[config.mk]
export PLATFORM = sky130hd
export DESIGN_NAME = mem_port_arbiter
export DESIGN_NICKNAME = d
export VERILOG_FILES = /design/src/rtl/mem_port_arbiter.sv
export SDC_FILE = /design/constraint.sdc
export NUM_CORES = 1
export LEC_CHECK = 0
export ABC_CLOCK_PERIOD_IN_PS = 1500
export CAP_MARGIN = 20
export CORE_AREA = 2 2 293 295
export DETAILED_ROUTE_END_ITERATION = 7
export DIE_AREA = 0 0 295 297
export DONT_BUFFER_PORTS = 1
export PLACE_DENSITY_LB_ADDON = 0.05
export REMOVE_ABC_BUFFERS = 1
export SYNTH_ARGS = -nofsm -noshare
export SYNTH_HDL_FRONTEND = slang
export SYNTH_SLANG_ARGS = --single-unit
[constraint.sdc]
create_clock -name clk -period 1.5 [get_ports clk]
set_input_delay 0.225 -clock clk [delete_from_list [all_inputs] [get_ports clk]]
set_output_delay 0.225 -clock clk [all_outputs]
set_load 0.02 [all_outputs]
[src/rtl/mem_port_arbiter.sv]
// Shares one line-wide memory port among NUM_REQ cache requesters, one transaction
// at a time, with fixed-priority or round-robin selection of the next requester.
module mem_port_arbiter #(
    parameter int NUM_REQ = 2,
    parameter int ADDR_W  = 32,
    parameter int LINE_W  = 128,
    parameter bit RR_MODE = 1'b0
) (
    input  logic                      clk,
    input  logic                      rst_n,
    input  logic [NUM_REQ-1:0]        req_rd,
    input  logic [NUM_REQ-1:0]        req_wr,
    input  logic [NUM_REQ*ADDR_W-1:0] req_addr,
    input  logic [NUM_REQ*LINE_W-1:0] req_wdata,
    output logic [NUM_REQ-1:0]        req_ready,
    output logic [NUM_REQ-1:0]        req_busy,
    output logic [LINE_W-1:0]         rdata,
    output logic                      mem_rd,
    output logic                      mem_wr,
    output logic [ADDR_W-1:0]         mem_addr,
    output logic [LINE_W-1:0]         mem_wdata,
    input  logic [LINE_W-1:0]         mem_rdata,
    input  logic                      mem_ready
);
    localparam int IDX_W = (NUM_REQ > 1) ? $clog2(NUM_REQ) : 1;

    typedef enum logic [1:0] {IDLE, ISSUE, RESP} state_t;

    state_t              r_state, w_next;
    logic [IDX_W-1:0]    r_grant, r_rr_ptr, w_winner;
    logic                r_is_wr, w_wr_sel;
    logic [ADDR_W-1:0]   r_mem_addr, w_addr_sel;
    logic [LINE_W-1:0]   r_mem_wdata, r_rdata, w_wdata_sel;
    logic [NUM_REQ-1:0]  w_pending, w_ready;
    logic [IDX_W:0]      w_sum;

    assign w_pending = req_rd | req_wr;

    // Round-robin scans from the slot after the last served requester; the
    // descending loop lets the nearest pending slot overwrite farther ones.
    always_comb begin
        w_winner = '0;
        w_sum    = '0;
        if (RR_MODE == 1'b0) begin
            for (int i = NUM_REQ - 1; i >= 0; i--) begin
                if (w_pending[i]) w_winner = IDX_W'(i);
            end
        end else begin
            for (int off = NUM_REQ; off >= 1; off--) begin
                w_sum = {1'b0, r_rr_ptr} + (IDX_W + 1)'(off);
                if (w_sum >= (IDX_W + 1)'(NUM_REQ)) w_sum = w_sum - (IDX_W + 1)'(NUM_REQ);
                if (w_pending[w_sum[IDX_W-1:0]]) w_winner = w_sum[IDX_W-1:0];
            end
        end
    end

    always_comb begin
        w_wr_sel    = 1'b0;
        w_addr_sel  = '0;
        w_wdata_sel = '0;
        for (int i = 0; i < NUM_REQ; i++) begin
            if (w_winner == IDX_W'(i)) begin
                w_wr_sel    = req_wr[i];
                w_addr_sel  = req_addr[i*ADDR_W +: ADDR_W];
                w_wdata_sel = req_wdata[i*LINE_W +: LINE_W];
            end
        end
    end

    always_comb begin
        w_next = r_state;
        case (r_state)
            IDLE:    if (|w_pending) w_next = ISSUE;
            ISSUE:   if (mem_ready) w_next = RESP;
            RESP:    w_next = IDLE;
            default: w_next = IDLE;
        endcase
    end

    always_comb begin
        w_ready = '0;
        if (r_state == RESP) w_ready[r_grant] = 1'b1;
    end

    always_ff @(posedge clk) begin
        if (!rst_n) begin
            r_state     <= IDLE;
            r_grant     <= '0;
            r_rr_ptr    <= IDX_W'(NUM_REQ - 1);
            r_is_wr     <= 1'b0;
            r_mem_addr  <= '0;
            r_mem_wdata <= '0;
            r_rdata     <= '0;
        end else begin
            r_state <= w_next;
            case (r_state)
                IDLE: begin
                    if (|w_pending) begin
                        r_grant     <= w_winner;
                        r_is_wr     <= w_wr_sel;
                        r_mem_addr  <= w_addr_sel;
                        r_mem_wdata <= w_wdata_sel;
                    end
                end
                ISSUE: begin
                    if (mem_ready && !r_is_wr) r_rdata <= mem_rdata;
                end
                RESP: begin
                    r_rr_ptr <= r_grant;
                end
                default: ;
            endcase
        end
    end

    assign req_ready = w_ready;
    assign req_busy  = w_pending & ~w_ready;
    assign mem_rd    = (r_state == ISSUE) && !r_is_wr;
    assign mem_wr    = (r_state == ISSUE) && r_is_wr;
    assign mem_addr  = r_mem_addr;
    assign mem_wdata = r_mem_wdata;
    assign rdata     = r_rdata;

endmodule
==> flow_summary.rst <==
.. list-table::
   :header-rows: 1

   * - Metric
     - Value
   * - Class of the worst hold path
     - input pin to register
   * - Flop and latch count out of synthesis
     - 292
   * - Dominant delay contributor by cell family on the critical path
     - buffers and inverters
   * - Final Slew Violations
     - 0
   * - Half-perimeter wire length after placement
     - 44800 µm
   * - Mapped Avg Cell Area
     - 9.39 µm²
   * - GP Congestion
     - slightly above 0.7
   * - Post-route ant nets
     - 0
   * - CTS Root Cell
     - sky130_fd_sc_hd__clkbuf_16
   * - Peak VDD IR
     - 0.637 mV
   * - Total power density per cell area
     - 1240 nW/µm²
   * - Area of the die
     - 87600 µm²
   * - Result of the run
     - complete, but fails checks
   * - Max_slew headroom
     - 0.552
   * - Avg WL per Cell
     - between 20 and 30 µm
   * - WP depth
     - 9
   * - Number of warnings reported in the yosys synthesis log
     - 0
   * - Power consumption
     - ~24000 µW
   * - Total wirelength of the detailed-routed design
     - ~74000 µm
   * - Leading cell type in the layout, fill and taps excluded
     - sky130_fd_sc_hd__dfxtp_1
   * - # clock sinks
     - 292
   * - Number of vias after detailed routing
     - roughly 12000
   * - Worst setup skew after layout
     - 0.0126 ns
   * - Endpoint arrival time on the critical path
     - 2.25 ns
   * - Final-layout setup total negative slack
     - -23.43 ns
   * - Setup repair after global routing missed its margin
     - true
   * - Combinational power share
     - 0.195
   * - Library cell contributing the largest single delay on the critical path
     - sky130_fd_sc_hd__dfxtp_2
   * - Sw power
     - 7630 µW
   * - Type of the setup path with the least slack
     - register to register
   * - Initial Utilization
     - 0.151
   * - Violated checks
     - negative hold slack, negative setup slack
   * - Transition time at the pin with the least slew margin
     - 0.669 ns
   * - Critical path peak fanout
     - 8
   * - Total clock buffers created by CTS
     - 42
   * - Post-route worst hold slack
     - -0.203 ns
   * - Proportion of synthesized chip area in sequential cells
     - 0.460
   * - Layout cell share with drive strength beyond 1
     - 0.220
   * - Period utilization
     - 1.17
   * - Number of cells on the worst hold path
     - 1
   * - Count of endpoints failing setup in the final report
     - 220
   * - Width of the die
     - 295 µm
   * - Setup ws final
     - -0.250 ns
   * - Data required, critical path
     - 2.00 ns
   * - First-pass GRT wire length
     - 95100 µm
   * - Layout-stage area growth over the synthesis result
     - 54.8%
   * - Critical Path End Type
     - register
   * - Worst slack, placed
     - -0.200 ns
   * - Worst reg2reg setup slack
     - -0.25 ns
   * - Crit-path cells
     - buf_4, or2_4, a21oi_4, buf_6, buf_12, buf_12, buf_12, buf_12, o221a_1
   * - CTS tree
     - done
   * - Number of detailed-routing iterations run before antenna repair
     - 4
   * - Fin cells
     - 2715
   * - Worst Hold Path EP
     - mem_wdata[2]
   * - Final net count
     - 1984
   * - Via count of the first global-routing pass
     - around 12000
   * - Hold Crit Start
     - rst_n
   * - Largest net degree at the start of global routing
     - 159
   * - Total global-route track usage
     - 0.150
   * - I/O Pins
     - approximately 750
   * - Number of I/O port buffers
     - 0
   * - Clock share of power
     - 0.395
   * - 1st-iter DRT viols
     - 520
   * - Number of distinct standard cells referenced by the synthesized netlist
     - 30
   * - Die Y
     - 297 µm
   * - Buffer and inverter count on the worst path
     - 6
   * - Maximum capacitance violations
     - 0
   * - Count of mapped cells out of synthesis
     - 1355
   * - Sequential Power Share
     - 0.409
   * - Hold Vio Cnt, Final
     - just under 100
   * - Cell-internal power
     - 16800 µW
   * - Clock period minus worst slack
     - around 1.7 ns
   * - Count of standard-cell rows
     - 107
   * - Worst R2R End
     - mem_wdata[41]
   * - Clock Pin Slew Worst Setup and Hold Paths
     - roughly 0.060 ns
   * - Maximum frequency from static timing analysis
     - ~570 MHz
   * - Switching power share of the total
     - 0.312
   * - Launching point of the worst reg2reg path
     - r_state[0]
   * - CP Launch Type
     - register
   * - Total instance count after detailed placement
     - 2395
   * - Deepest clock path buffer count
     - 3
   * - Most repeated library cell on the critical path
     - sky130_fd_sc_hd__buf_12
   * - Syn Std Cell Area
     - 12700 µm²
   * - Initial antenna violation count
     - 30
   * - Remaining DRCs
     - 0
   * - Highest-count cells in the layout ignoring fill and taps
     - sky130_fd_sc_hd__dfxtp_1, sky130_fd_sc_hd__nand2_1, sky130_fd_sc_hd__o21bai_1, sky130_fd_sc_hd__o31a_1, sky130_fd_sc_hd__dlygate4sd3_1
   * - Number of cells on the worst reg-to-reg path
     - 9
   * - H-tree depth
     - 2
   * - Worst-skew pair later-pin latency
     - approximately 0.57 ns
   * - Crit path largest cell delay
     - 0.33 ns
   * - Overall overflow remaining after global route
     - 0
   * - Number of inserted filler cells in the final layout
     - 9102
   * - Cell leakage power
     - 0.00705 µW
   * - Core ar.
     - 84500 µm²
   * - Vias per inst
     - 4.40
-- how the worst max path moves through the flow --
stage / startpoint / end / slack [ns]
2_1_floorplan: r_state[0] / mem_addr[10] / -5.09
3_3_place_gp: req_rd[1] / mem_wdata[18] / -0.20
3_5_place_dp: req_wr[0] / mem_wdata[18] / -0.20
4_1_cts: r_state[0] / req_busy[1] / -0.31
5_1_grt: r_state[1] / req_busy[0] / -0.31
6_report: r_state[0] / mem_wdata[41] / -0.25
-- synth_stat cells, drive strengths merged --
| library cell | instances | share of area |
|---|---|---|
| o31a | 154 | 0.11 |
| buf | 43 | 0.020 |
| o21bai | 154 | 0.091 |
| nor3b | 1 | 0.00059 |
| a211oi | 2 | 0.0012 |
| nand2 | 257 | 0.076 |
| dfxtp | 292 | 0.46 |
| o221a | 154 | 0.14 |
| o21ai | 6 | 0.0024 |
| and3b | 1 | 0.00069 |
| or2 | 3 | 0.0015 |
| or4 | 1 | 0.00059 |
| clkbuf | 121 | 0.036 |
| nand4bb | 1 | 0.00089 |
| a21oi | 138 | 0.055 |
| and4bb | 1 | 0.00098 |
| a311oi | 6 | 0.0041 |
| nor2 | 9 | 0.0034 |
| o21a | 1 | 0.00059 |
| inv | 3 | 0.00089 |
| nand2b | 1 | 0.00049 |
| nand3 | 6 | 0.0024 |
-- logic make-up after synthesis --
logic type,Yosys count,synth area share
AOI/OAI and AO/OA,615,0.396
DFF,292,0.460
and+or+nand+nor,281,0.0873
buffers and inverters,167,0.0570
-- cell type report --
cell class | count | area [µm²] | share of cell area
clock buffer | 60 | 1190 | 0.0604
antenna | 15 | 37.5 | 0.00191
sequential | 292 | 5850 | 0.297
clock inverter | 11 | 101 | 0.00515
inverter | 3 | 13.8 | 0.000699
multi-input combinational | 896 | 6960 | 0.353
tap | 1144 | 1430 | 0.0727
timing repair buffer | 294 | 4110 | 0.209
-- per-layer routing --
layer	vias to the layer above	routed length (µm)	GRT usage
met1	5814	27100	0.158
met5	-	152	0
li1	5469	-	-
met4	22	2040	0.0458
met3	116	7380	0.0669
met2	528	37500	0.264
-- flip-flops by register name, indices dropped and copies added, names as in the netlist --
signal and cells:
mem_wdata 128, r_grant 1, rdata 128, r_is_wr 1, mem_addr 32, r_state 2
-- per-stage QoR --
step,area (µm²),util
final,19700,0.233
after global placement,14300,0.169
after detailed placement,14300,0.169
after CTS,18400,0.218
after floorplan,12000,-
after global routing,19700,0.233
-- power by group through the flow --
stage / Clock [µW] / Combinational, µW / Sequential (µW)
after CTS: 10100 / 4280 / 10000
after detailed placement: 0 / 2780 / 10100
after global routing: 10300 / 5100 / 10100
after floorplan: 0 / 1700 / 9750
final: 9660 / 4770 / 10000
after global placement: 0 / 2750 / 10200
-- what timing repair did --
item	in CTS	in global routing
gates resized for setup	88	132
endpoints found under the hold margin	291	155
pin swaps	4	22
gates cloned	23	21
setup buffers	31	20
hold buffers	145	3
endpoints found under the setup margin	94	208
Note: power is estimated with default switching activity, not from simulation.
